## config.mk

```make
export PLATFORM = sky130hd
export DESIGN_NAME = transaction_engine_flat
export DESIGN_NICKNAME = d
export VERILOG_FILES = /design/src/rtl/transaction_engine_pkg.sv /design/src/rtl/transaction_engine_if.sv /design/src/rtl/transaction_engine_anim_timer.sv /design/src/rtl/transaction_engine.sv /design/src/flat_wrapper.sv
export SDC_FILE = /design/constraint.sdc
export NUM_CORES = 1
export LEC_CHECK = 0
export CORE_ASPECT_RATIO = 1.75
export CORE_UTILIZATION = 35
export CTS_BUF_LIST = sky130_fd_sc_hd__clkbuf_4 sky130_fd_sc_hd__clkbuf_8 sky130_fd_sc_hd__clkbuf_16
export CTS_CLUSTER_SIZE = 20
export DETAILED_ROUTE_END_ITERATION = 8
export PLACE_DENSITY = 0.51
export SLEW_MARGIN = 20
export SYNTH_ARGS = -nofsm -noshare
export SYNTH_HDL_FRONTEND = slang
export SYNTH_HIERARCHICAL = 1
export SYNTH_SLANG_ARGS = --single-unit
```

## constraint.sdc

```tcl
create_clock -name clock -period 2.77 [get_ports clock]
set_input_delay 0.6925 -clock clock [delete_from_list [all_inputs] [get_ports clock]]
set_output_delay 0.6925 -clock clock [all_outputs]
set_load 0.005 [all_outputs]
```

## src/rtl/transaction_engine_pkg.sv

```systemverilog
// Shared coin-transfer definitions: FSM state codes, balance addresses, default keys
// and the key-to-route decoder used by the transaction engine.
package transaction_engine_pkg;

  localparam logic [3:0] S_IDLE    = 4'd0;
  localparam logic [3:0] S_RD_SRC  = 4'd1;
  localparam logic [3:0] S_LAT_SRC = 4'd2;
  localparam logic [3:0] S_RD_DST  = 4'd3;
  localparam logic [3:0] S_LAT_DST = 4'd4;
  localparam logic [3:0] S_CHECK   = 4'd5;
  localparam logic [3:0] S_WR_SRC  = 4'd6;
  localparam logic [3:0] S_WR_DST  = 4'd7;
  localparam logic [3:0] S_ANIM    = 4'd8;
  localparam logic [3:0] S_DONE    = 4'd9;

  localparam logic P1_ADDR = 1'b0;
  localparam logic P2_ADDR = 1'b1;

  localparam logic [7:0] KEY_P1_DEFAULT = 8'h5A;
  localparam logic [7:0] KEY_P2_DEFAULT = 8'hA5;

  typedef struct packed {
    logic valid;
    logic src;
    logic dst;
  } route_t;

  // Unknown keys still get a well-defined route so the read phase is identical.
  function automatic route_t decode_key(input logic [7:0] key,
                                        input logic [7:0] key_p1,
                                        input logic [7:0] key_p2);
    route_t r;
    r.valid = 1'b1;
    r.src   = P1_ADDR;
    r.dst   = P2_ADDR;
    if (key == key_p1) begin
      r.src = P1_ADDR;
      r.dst = P2_ADDR;
    end else if (key == key_p2) begin
      r.src = P2_ADDR;
      r.dst = P1_ADDR;
    end else begin
      r.valid = 1'b0;
    end
    return r;
  endfunction

endpackage

```

## src/rtl/transaction_engine_if.sv

```systemverilog
// Controller handshake plus balance-memory port of the transaction engine.
interface transaction_engine_if;

  logic       start_transaction;
  logic [7:0] amount;
  logic [7:0] key;
  logic       mem_addr;
  logic [7:0] mem_wdata;
  logic       mem_wren;
  logic [7:0] mem_rdata;
  logic       finished_transaction;
  logic       tx_ok;
  logic       tx_rejected;
  logic       anim_active;

  modport master (
    output start_transaction, amount, key, mem_rdata,
    input  mem_addr, mem_wdata, mem_wren, finished_transaction,
           tx_ok, tx_rejected, anim_active
  );

  modport slave (
    input  start_transaction, amount, key, mem_rdata,
    output mem_addr, mem_wdata, mem_wren, finished_transaction,
           tx_ok, tx_rejected, anim_active
  );

endinterface

```

## src/rtl/transaction_engine_anim_timer.sv

```systemverilog
// Animation-phase down-counter: load sets CYCLES-1, done flags the terminal count.
module anim_timer #(
  parameter int unsigned CYCLES = 50_000_000
) (
  input  logic clock,
  input  logic resetn,
  input  logic load,
  input  logic enable,
  output logic done
);

  localparam int unsigned W = $clog2(CYCLES + 1);
  localparam logic [W-1:0] LOAD_VAL = W'(CYCLES - 1);

  logic [W-1:0] count_q;
  logic [W-1:0] count_d;

  always_comb begin
    count_d = count_q;
    if (load) begin
      count_d = LOAD_VAL;
    end else if (enable && (count_q != '0)) begin
      count_d = count_q - 1'b1;
    end
  end

  always_ff @(posedge clock) begin
    if (!resetn) begin
      count_q <= '0;
    end else begin
      count_q <= count_d;
    end
  end

  assign done = (count_q == '0);

endmodule

```

## src/rtl/transaction_engine.sv

```systemverilog
// Coin transfer between two player balances: read both, validate, write back, animate.
//
// state   | meaning
// IDLE    | wait for start_transaction, latch amount/key
// RD_SRC  | present source address
// LAT_SRC | capture source balance
// RD_DST  | present destination address
// LAT_DST | capture destination balance
// CHECK   | accept or reject, update tx_ok/tx_rejected
// WR_SRC  | write debited source balance
// WR_DST  | write credited destination balance
// ANIM    | animation phase, ANIM_CYCLES long
// DONE    | finished_transaction until start_transaction drops
module transaction_engine
  import transaction_engine_pkg::*;
#(
  parameter int unsigned ANIM_CYCLES = 50_000_000,
  parameter logic [7:0]  KEY_P1      = KEY_P1_DEFAULT,
  parameter logic [7:0]  KEY_P2      = KEY_P2_DEFAULT
) (
  input logic                 clock,
  input logic                 resetn,
  transaction_engine_if.slave bus
);

  logic [3:0] state_q, state_d;
  logic [7:0] amount_q, amount_d;
  logic       valid_q, valid_d;
  logic       src_q, src_d;
  logic       dst_q, dst_d;
  logic [7:0] src_bal_q, src_bal_d;
  logic [7:0] dst_bal_q, dst_bal_d;
  logic       tx_ok_q, tx_ok_d;
  logic       tx_rej_q, tx_rej_d;

  route_t     route;
  logic [8:0] dst_sum;
  logic       reject;
  logic       timer_load;
  logic       timer_done;

  assign route   = decode_key(bus.key, KEY_P1, KEY_P2);
  assign dst_sum = {1'b0, dst_bal_q} + {1'b0, amount_q};
  assign reject  = !valid_q || (amount_q > src_bal_q) || (dst_sum > 9'd255);

  always_comb begin
    state_d    = state_q;
    amount_d   = amount_q;
    valid_d    = valid_q;
    src_d      = src_q;
    dst_d      = dst_q;
    src_bal_d  = src_bal_q;
    dst_bal_d  = dst_bal_q;
    tx_ok_d    = tx_ok_q;
    tx_rej_d   = tx_rej_q;
    timer_load = 1'b0;
    case (state_q)
      S_IDLE: begin
        if (bus.start_transaction) begin
          amount_d = bus.amount;
          valid_d  = route.valid;
          src_d    = route.src;
          dst_d    = route.dst;
          state_d  = S_RD_SRC;
        end
      end
      S_RD_SRC:  state_d = S_LAT_SRC;
      S_LAT_SRC: begin
        src_bal_d = bus.mem_rdata;
        state_d   = S_RD_DST;
      end
      S_RD_DST:  state_d = S_LAT_DST;
      S_LAT_DST: begin
        dst_bal_d = bus.mem_rdata;
        state_d   = S_CHECK;
      end
      S_CHECK: begin
        tx_ok_d  = !reject;
        tx_rej_d = reject;
        if (reject) begin
          timer_load = 1'b1;
          state_d    = S_ANIM;
        end else begin
          state_d = S_WR_SRC;
        end
      end
      S_WR_SRC:  state_d = S_WR_DST;
      S_WR_DST: begin
        timer_load = 1'b1;
        state_d    = S_ANIM;
      end
      S_ANIM: begin
        if (timer_done) state_d = S_DONE;
      end
      S_DONE: begin
        if (!bus.start_transaction) state_d = S_IDLE;
      end
      default: state_d = S_IDLE;
    endcase
  end

  always_ff @(posedge clock) begin
    if (!resetn) begin
      state_q   <= S_IDLE;
      amount_q  <= '0;
      valid_q   <= 1'b0;
      src_q     <= 1'b0;
      dst_q     <= 1'b0;
      src_bal_q <= '0;
      dst_bal_q <= '0;
      tx_ok_q   <= 1'b0;
      tx_rej_q  <= 1'b0;
    end else begin
      state_q   <= state_d;
      amount_q  <= amount_d;
      valid_q   <= valid_d;
      src_q     <= src_d;
      dst_q     <= dst_d;
      src_bal_q <= src_bal_d;
      dst_bal_q <= dst_bal_d;
      tx_ok_q   <= tx_ok_d;
      tx_rej_q  <= tx_rej_d;
    end
  end

  anim_timer #(.CYCLES(ANIM_CYCLES)) u_anim_timer (
    .clock  (clock),
    .resetn (resetn),
    .load   (timer_load),
    .enable (state_q == S_ANIM),
    .done   (timer_done)
  );

  // Address/data are zero whenever no access is in flight.
  always_comb begin
    bus.mem_addr  = 1'b0;
    bus.mem_wdata = 8'd0;
    bus.mem_wren  = 1'b0;
    case (state_q)
      S_RD_SRC: bus.mem_addr = src_q;
      S_RD_DST: bus.mem_addr = dst_q;
      S_WR_SRC: begin
        bus.mem_addr  = src_q;
        bus.mem_wdata = src_bal_q - amount_q;
        bus.mem_wren  = 1'b1;
      end
      S_WR_DST: begin
        bus.mem_addr  = dst_q;
        bus.mem_wdata = dst_sum[7:0];
        bus.mem_wren  = 1'b1;
      end
      default: ;
    endcase
  end

  assign bus.finished_transaction = (state_q == S_DONE);
  assign bus.anim_active          = (state_q == S_ANIM);
  assign bus.tx_ok                = tx_ok_q;
  assign bus.tx_rejected          = tx_rej_q;

endmodule

```

## src/flat_wrapper.sv

```systemverilog
// flat-port wrapper written by rule: the top's interface ports become plain ports
module transaction_engine_flat import transaction_engine_pkg::*;
#(
  parameter int unsigned ANIM_CYCLES = 50_000_000,
  parameter logic [7:0]  KEY_P1      = KEY_P1_DEFAULT,
  parameter logic [7:0]  KEY_P2      = KEY_P2_DEFAULT
)
  (clock, resetn, bus_start_transaction, bus_amount, bus_key, bus_mem_rdata, bus_mem_addr, bus_mem_wdata, bus_mem_wren, bus_finished_transaction, bus_tx_ok, bus_tx_rejected, bus_anim_active);
  transaction_engine_if bus_i ();
  input logic clock;
  input logic resetn;
  input wire logic [$bits(bus_i.start_transaction)-1:0] bus_start_transaction;
  input wire logic [$bits(bus_i.amount)-1:0] bus_amount;
  input wire logic [$bits(bus_i.key)-1:0] bus_key;
  input wire logic [$bits(bus_i.mem_rdata)-1:0] bus_mem_rdata;
  output wire logic [$bits(bus_i.mem_addr)-1:0] bus_mem_addr;
  output wire logic [$bits(bus_i.mem_wdata)-1:0] bus_mem_wdata;
  output wire logic [$bits(bus_i.mem_wren)-1:0] bus_mem_wren;
  output wire logic [$bits(bus_i.finished_transaction)-1:0] bus_finished_transaction;
  output wire logic [$bits(bus_i.tx_ok)-1:0] bus_tx_ok;
  output wire logic [$bits(bus_i.tx_rejected)-1:0] bus_tx_rejected;
  output wire logic [$bits(bus_i.anim_active)-1:0] bus_anim_active;
  assign bus_i.start_transaction = bus_start_transaction;
  assign bus_i.amount = bus_amount;
  assign bus_i.key = bus_key;
  assign bus_i.mem_rdata = bus_mem_rdata;
  assign bus_mem_addr = bus_i.mem_addr;
  assign bus_mem_wdata = bus_i.mem_wdata;
  assign bus_mem_wren = bus_i.mem_wren;
  assign bus_finished_transaction = bus_i.finished_transaction;
  assign bus_tx_ok = bus_i.tx_ok;
  assign bus_tx_rejected = bus_i.tx_rejected;
  assign bus_anim_active = bus_i.anim_active;
  transaction_engine #(.ANIM_CYCLES(ANIM_CYCLES), .KEY_P1(KEY_P1), .KEY_P2(KEY_P2)) u_core (.clock(clock), .resetn(resetn), .bus(bus_i));
endmodule
```

Word level (Yosys, flattened, before mapping)

Cells that the tools add are included.

Flip-flop bits (word level): 59
Output and inout bits: 14
Bits of input ports: 27

Eq/ne operators: 14
Bitwise logic cells: 1
Reductions and logical operators: 15
Order comparisons: 2
Add/sub/neg operators: 3
Multiplexer cells: 16

Operators with widths:

| cell                    | count |
|---|---|
| $mux W26                | 2 |
| $pmux W4 S10            | 1 |
| $logic_not A26 Y1       | 1 |
| $reduce_bool A26 Y1     | 1 |
| $sub A26 B1 Y26 const B | 1 |
| $eq A4 B3 Y1 const B    | 4 |
| $mux W4                 | 4 |
| $pmux W8 S2             | 1 |
| $add A8 B8 Y9           | 1 |
| $gt A9 B8 Y1 const B    | 1 |
| $eq A4 B2 Y1 const B    | 2 |
| $eq A4 B4 Y1 const B    | 2 |
| $eq A8 B7 Y1 const B    | 1 |
| $eq A8 B8 Y1 const B    | 1 |
| $gt A8 B8 Y1            | 1 |
| $reduce_or A2 Y1        | 4 |
| $sub A8 B8 Y8           | 1 |
| $eq A4 B1 Y1 const B    | 1 |
| $logic_not A4 Y1        | 1 |
| $mux W1                 | 4 |
| $mux W2                 | 2 |
| $ne A2 B2 Y1 const B    | 2 |
| $pmux W1 S2             | 2 |
| $reduce_and A3 Y1       | 1 |
| other kinds (7)         | 9 |

Depth between registers and ports, before layout

Depth after elaboration: 6
Mapped depth: 11
Mapped depth without buffers: 11

Hierarchy

The synthesis kept the hierarchy.

By module, submodules not included:

| module             | instances | area each (um^2) | cells an instance |
|---|---|---|---|
| transaction_engine | 1         | 2159.6           | 260 |
| anim_timer         | 1         | 1443.9           | 155 |

Worst setup path after synthesis

No wires, ideal clock.

Path type: flip-flop to output port
Start point: reg u_core.amount_q[0]
End point: out bus_mem_wdata[6]
Arrival time: 1.772 ns
Path slack: 0.306 ns
Stages on the path, launching flop included: 9
Required time: 2.078 ns
Cell sequence: dfxtp_1 ha_1 inv_1 fa_1 nand2b_1 a21oi_1 o21a_1 o21ai_0 a31o_2

Cells in the longest elaborated chain, start to end: 2
Elaborated cells between the ends (all ways): 3
Classes of those cells: add/sub: 2; mux: 1

RTL lines:

| what                                           | line                                                | text |
|---|---|---|
| start, declared                                | transaction_engine.sv:27                            | `logic [7:0] amount_q, amount_d;` |
| start signal, assigned                         | transaction_engine.sv:115                           | `amount_q <= amount_d;` |
| $add A8 B8 Y9 or $sub A8 B8 Y8 (tied branches) | transaction_engine.sv:43, transaction_engine.sv:144 |  |
| $pmux W8 S2 *                                  | transaction_engine.sv:139                           | `case (state_q)` |
| end, declared                                  | flat_wrapper.sv:17                                  | `output wire logic [$bits(bus_i.mem_wdata)-1:0] bus_mem_wdata;` |

Every way passes the cells marked *; elsewhere a longest branch is shown, timed or not.

Worst setup path in the final report

Start point: reg u_core.amount_q[3]
End point: out bus_mem_wdata[6]

Same word-level chain as after synthesis.

==> results.py <==
metrics = {
    "status": {
        "outcome": "finished with violations",
        "violated_checks": "setup timing",
    },
    "place": {
        "dp_hpwl_um": 7740,
        "routabilityCongestion": 0.871,
        "io_buffers": 40,
        "placed_cells": 598,
    },
    "finish": {
        "n_antenna_cell": 0,
        "fin_util": 0.495,
        "fin_nets": 535,
        "final_cells": 619,
        "drive_above_1_share": 0.243,
        "area_delta_synth_final_pct": 36.1,
        "fillers": 1010,
    },
    "critical_path": {
        "cpPeakStageDelay_ns": 0.33,
        "timing.critical_path.required_ns": 2.08,
        "worst_setup_path_endpoint": "bus_mem_wdata[6]",
        "crit_path_max_delay_cell_type": "ha_1",
        "reg2regPathDepth": 10,
        "critPathArrivalTime_ns": 2.19,
        "crit_chain": "ha_1, o21ai_0, a21oi_4, o21a_1, or3_1, a31o_2, buf_6",
        "regToRegStartpoint": "u_core/amount_q[3]",
        "critical_path.startpoint": "u_core/amount_q[3]",
        "crit_path_max_fanout": 3,
        "r2r_end": "u_core/u_anim_timer/count_q[15]",
        "reg2reg_slack_ns": 0.22,
        "worstSetupPathType": "reg -> out",
        "worst_setup_path_start_kind": "flop",
        "worst_setup_path_end_kind": "output pin",
    },
    "pwr": {
        "design_power_total_uw": 2700,
        "static-leakage-power_uw": 0.00194,
        "switchingPower_uw": 651,
        "seq_power_share": 0.339,
        "switching_share_of_total_power": 0.241,
        "vdd_ir_drop_max_uv": 290,
        "cellPowerDensity_mw_per_mm2": 551,
        "internal_power_uw": 2050,
        "share_clk_of_total_power": 0.484,
        "comb_power_share": 0.177,
    },
    "grt": {
        "globalRoute.totalOverflow": 0,
        "aggregate_global_route_resource_usage": 0.208,
        "first_global_vias": 3486,
        "antenna_found_initial": 0,
        "first_pass_grt_wire_length_um": 16700,
        "grt_max_degree": 21,
    },
    "clock_tree": {
        "cts.clk_slew.worst_paths_ns": 0.05,
        "clock_sinks": 59,
        "number_of_clock_buffers_inserted_by_tritoncts": 9,
        "cts-root-to-sink-buffers": 2,
        "clockRootBuffer": "clkbuf_16",
        "htreeDepth": 3,
        "tritoncts_clock_tree": "built",
        "hold_buffer_count_at_cts": 0,
        "clk_latency_ns": 0.32,
    },
    "synthesis": {
        "summed_instance_area_of_the_synthesized_netlist_sq_mm": 0.00360,
        "synth_top_cells_by_count": "dfxtp_1 (59), nand2_1 (43), nor2_1 (24)",
        "synthXorXnorAreaFrac": 0.0608,
        "muxShareOfSynthArea": 0.0309,
        "dominantRegCellSynth": "dfxtp_1",
        "synth.area.top_cells": "dfxtp_1 (33%), ha_1 (5.9%), a21boi_0 (4.8%)",
        "synth_cell_types": 60,
        "synth_compound_area_frac": 0.218,
        "combinational_family_with_the_most_area_after_synthesis": "simple AND/OR/NAND/NOR gates",
        "postSynthCellCount": 415,
        "synth.largest_area_cell": "dfxtp_1",
        "syn-num-nets": 461,
        "synthAdderAreaFrac": 0.0701,
        "async_flop_share": 0,
        "post_synthesis_share_of_cell_area_spent_on_and_or_nand_and_nor_gates": 0.239,
        "post-synth-top-count-cell": "dfxtp_1",
        "synth-seq-cells": 59,
        "syn-mean-instance-area_sq_um": 8.68,
        "synth_seq_area_share": 0.328,
        "synth.yosys.warnings": 6,
        "edff_count_synth": 0,
        "netlist.area_leader.share": 0.328,
    },
    "detailed_routing": {
        "wire_per_inst_um": 16.6,
        "drt_iter0_markers": 91,
        "detailroute.via_count": 3310,
        "antenna_left": 0,
        "route.detailed.drc": 0,
        "drt-total-wl_um": 10200,
        "drt_pass1_iterations": 4,
        "dr_vias_cell": 5.35,
    },
    "timing": {
        "pin_slew_with_the_least_headroom_to_its_limit_ns": 0.847,
        "setup_ws_ns": -0.114,
        "timing_max_transition_violations_final": 0,
        "period_needed_ns": 2.88,
        "timing_hold_violations_final": 0,
        "layout_worst_path_cycle_share": 1.04,
        "final_setup_violation_count": 2,
        "max_clock_freq_mhz": 347,
        "rsz0062_at_grt": "yes",
        "timing.slew.headroom": 0.432,
        "final.setup_skew_ns": 0.00474,
    },
    "floorplan": {
        "die_height_um": 136,
        "start_util": 0.364,
        "ios": 41,
        "die_outline_area_sq_mm": 0.0107,
        "die_x_um": 78.7,
        "coreArea_sq_mm": 0.00991,
        "row_count": 48,
    },
    "worst_hold_path": {
        "type_of_the_tightest_min_delay_check": "reg -> reg",
    },
    "flow_run": {
        "max_cap_violations": 0,
    },
}
==> layout make-up <==
| type | instances | area [sq um] | share of cell area |
|---|---|---|---|
| Tap cell | 125 | 156 | 0.0319 |
| Multi-Input combinational cell | 318 | 2410 | 0.491 |
| Clock inverter | 4 | 97.6 | 0.0199 |
| Timing Repair Buffer | 81 | 714 | 0.146 |
| Sequential cell | 59 | 1200 | 0.244 |
| Inverter | 20 | 77.6 | 0.0158 |
| Clock buffer | 12 | 254 | 0.0518 |
==> how the worst min path moves through the flow <==
stage	depth (start not counted)	slack [ns]	endpoint	startpoint
6_report	2	0.46	u_core/dst_bal_q[3]	u_core/dst_bal_q[3]
3_3_place_gp	2	0.46	u_core/dst_bal_q[4]	u_core/dst_bal_q[4]
2_1_floorplan	2	0.44	u_core/src_bal_q[0]	u_core/src_bal_q[0]
4_1_cts	2	0.47	u_core/dst_bal_q[3]	u_core/dst_bal_q[3]
5_1_grt	2	0.50	u_core/src_bal_q[6]	u_core/src_bal_q[6]
3_5_place_dp	2	0.46	u_core/src_bal_q[5]	u_core/src_bal_q[5]
==> cells in the final DEF (no fill, tap or decap), drive strengths merged, types with 3 or more instances in the layout <==
master         Yosys  final
dfxtp             59     59
buf               12     45
nand2             43     43
clkdlybuf4s50      0     33
nor2              25     25
a21boi            25     25
o21ai             21     21
inv               20     20
ha                17     17
xor2              14     14
clkbuf             6     12
a21oi             12     12
xnor2             11     11
o31a              11     11
nor4              11     11
nor2b             11     11
nand2b            11     11
o21a              10     10
mux2i             10     10
nor3               9      9
or4                9      9
or3                8      8
o211ai             6      6
or2                5      5
o22ai              4      4
nand3              4      4
nor4bb             4      4
a211oi             4      4
nor3b              4      4
bufinv             0      3
dlygate4sd2        0      3
and3               3      3
==> state kept, by name, indices dropped and copies added (netlist names) <==
signal / flops
u_core/valid_q: 1
u_core/bus.tx_rejected: 1
u_core/src_q: 1
u_core/u_anim_timer/count_q: 26
u_core/src_bal_q: 8
u_core/state_q: 4
u_core/amount_q: 8
u_core/dst_q: 1
u_core/dst_bal_q: 8
u_core/bus.tx_ok: 1
==> critical path: cells and delay by family, from the launching register on <==
family	cells	cell delay, ns
buffers and inverters	1	0.11
AND/OR/NAND/NOR	1	0.30
flip-flops	1	0.32
adder cells (fa/ha/maj)	1	0.33
AO/OA/AOI/OAI	4	0.80
==> cell families after synthesis <==
| kind of cell | after synthesis |
|---|---|
| fa+ha+maj | 19 |
| xor+xnor | 25 |
| flops | 59 |
| mux | 11 |
| buf+inv | 38 |
| simple gates | 155 |
| compound gates | 108 |
==> power groups by stage <==
| stage | sequential, uW | clock, uW | combinational [uW] |
|---|---|---|---|
| floorplan | 913 | 0 | 280 |
| global placement | 928 | 0 | 410 |
| detailed placement | 928 | 0 | 416 |
| CTS | 915 | 1340 | 475 |
| global route | 921 | 1370 | 527 |
| finish | 917 | 1310 | 479 |
==> metal layers <==
layer,part of all wire,GRT usage,vias up
met3,0.026,0.0349,34
met4,0.053,0.140,0
met5,0,0,-
li1,-,-,1641
met1,0.34,0.185,1567
met2,0.58,0.412,68
==> repair_timing <==
action / CTS / global route
setup buffers: 5 / 1
pin swaps: 15 / 5
gates resized for setup: 61 / 14
endpoints found under the hold margin: 0 / 0
setup endpoints to repair: 9 / 6
==> stage by stage <==
step	area [sq um]	TNS, ns	worst slack (ns)	hold WS [ns]
floorplan	3600	0	0.306	0.443
global placement	4330	-0.700	-0.269	0.457
detailed placement	4330	-0.738	-0.295	0.464
CTS	4850	-0.170	-0.122	0.471
global route	4910	-0.338	-0.171	0.501
finish	4910	-0.134	-0.114	0.465
(Power assumes the default switching activity.)
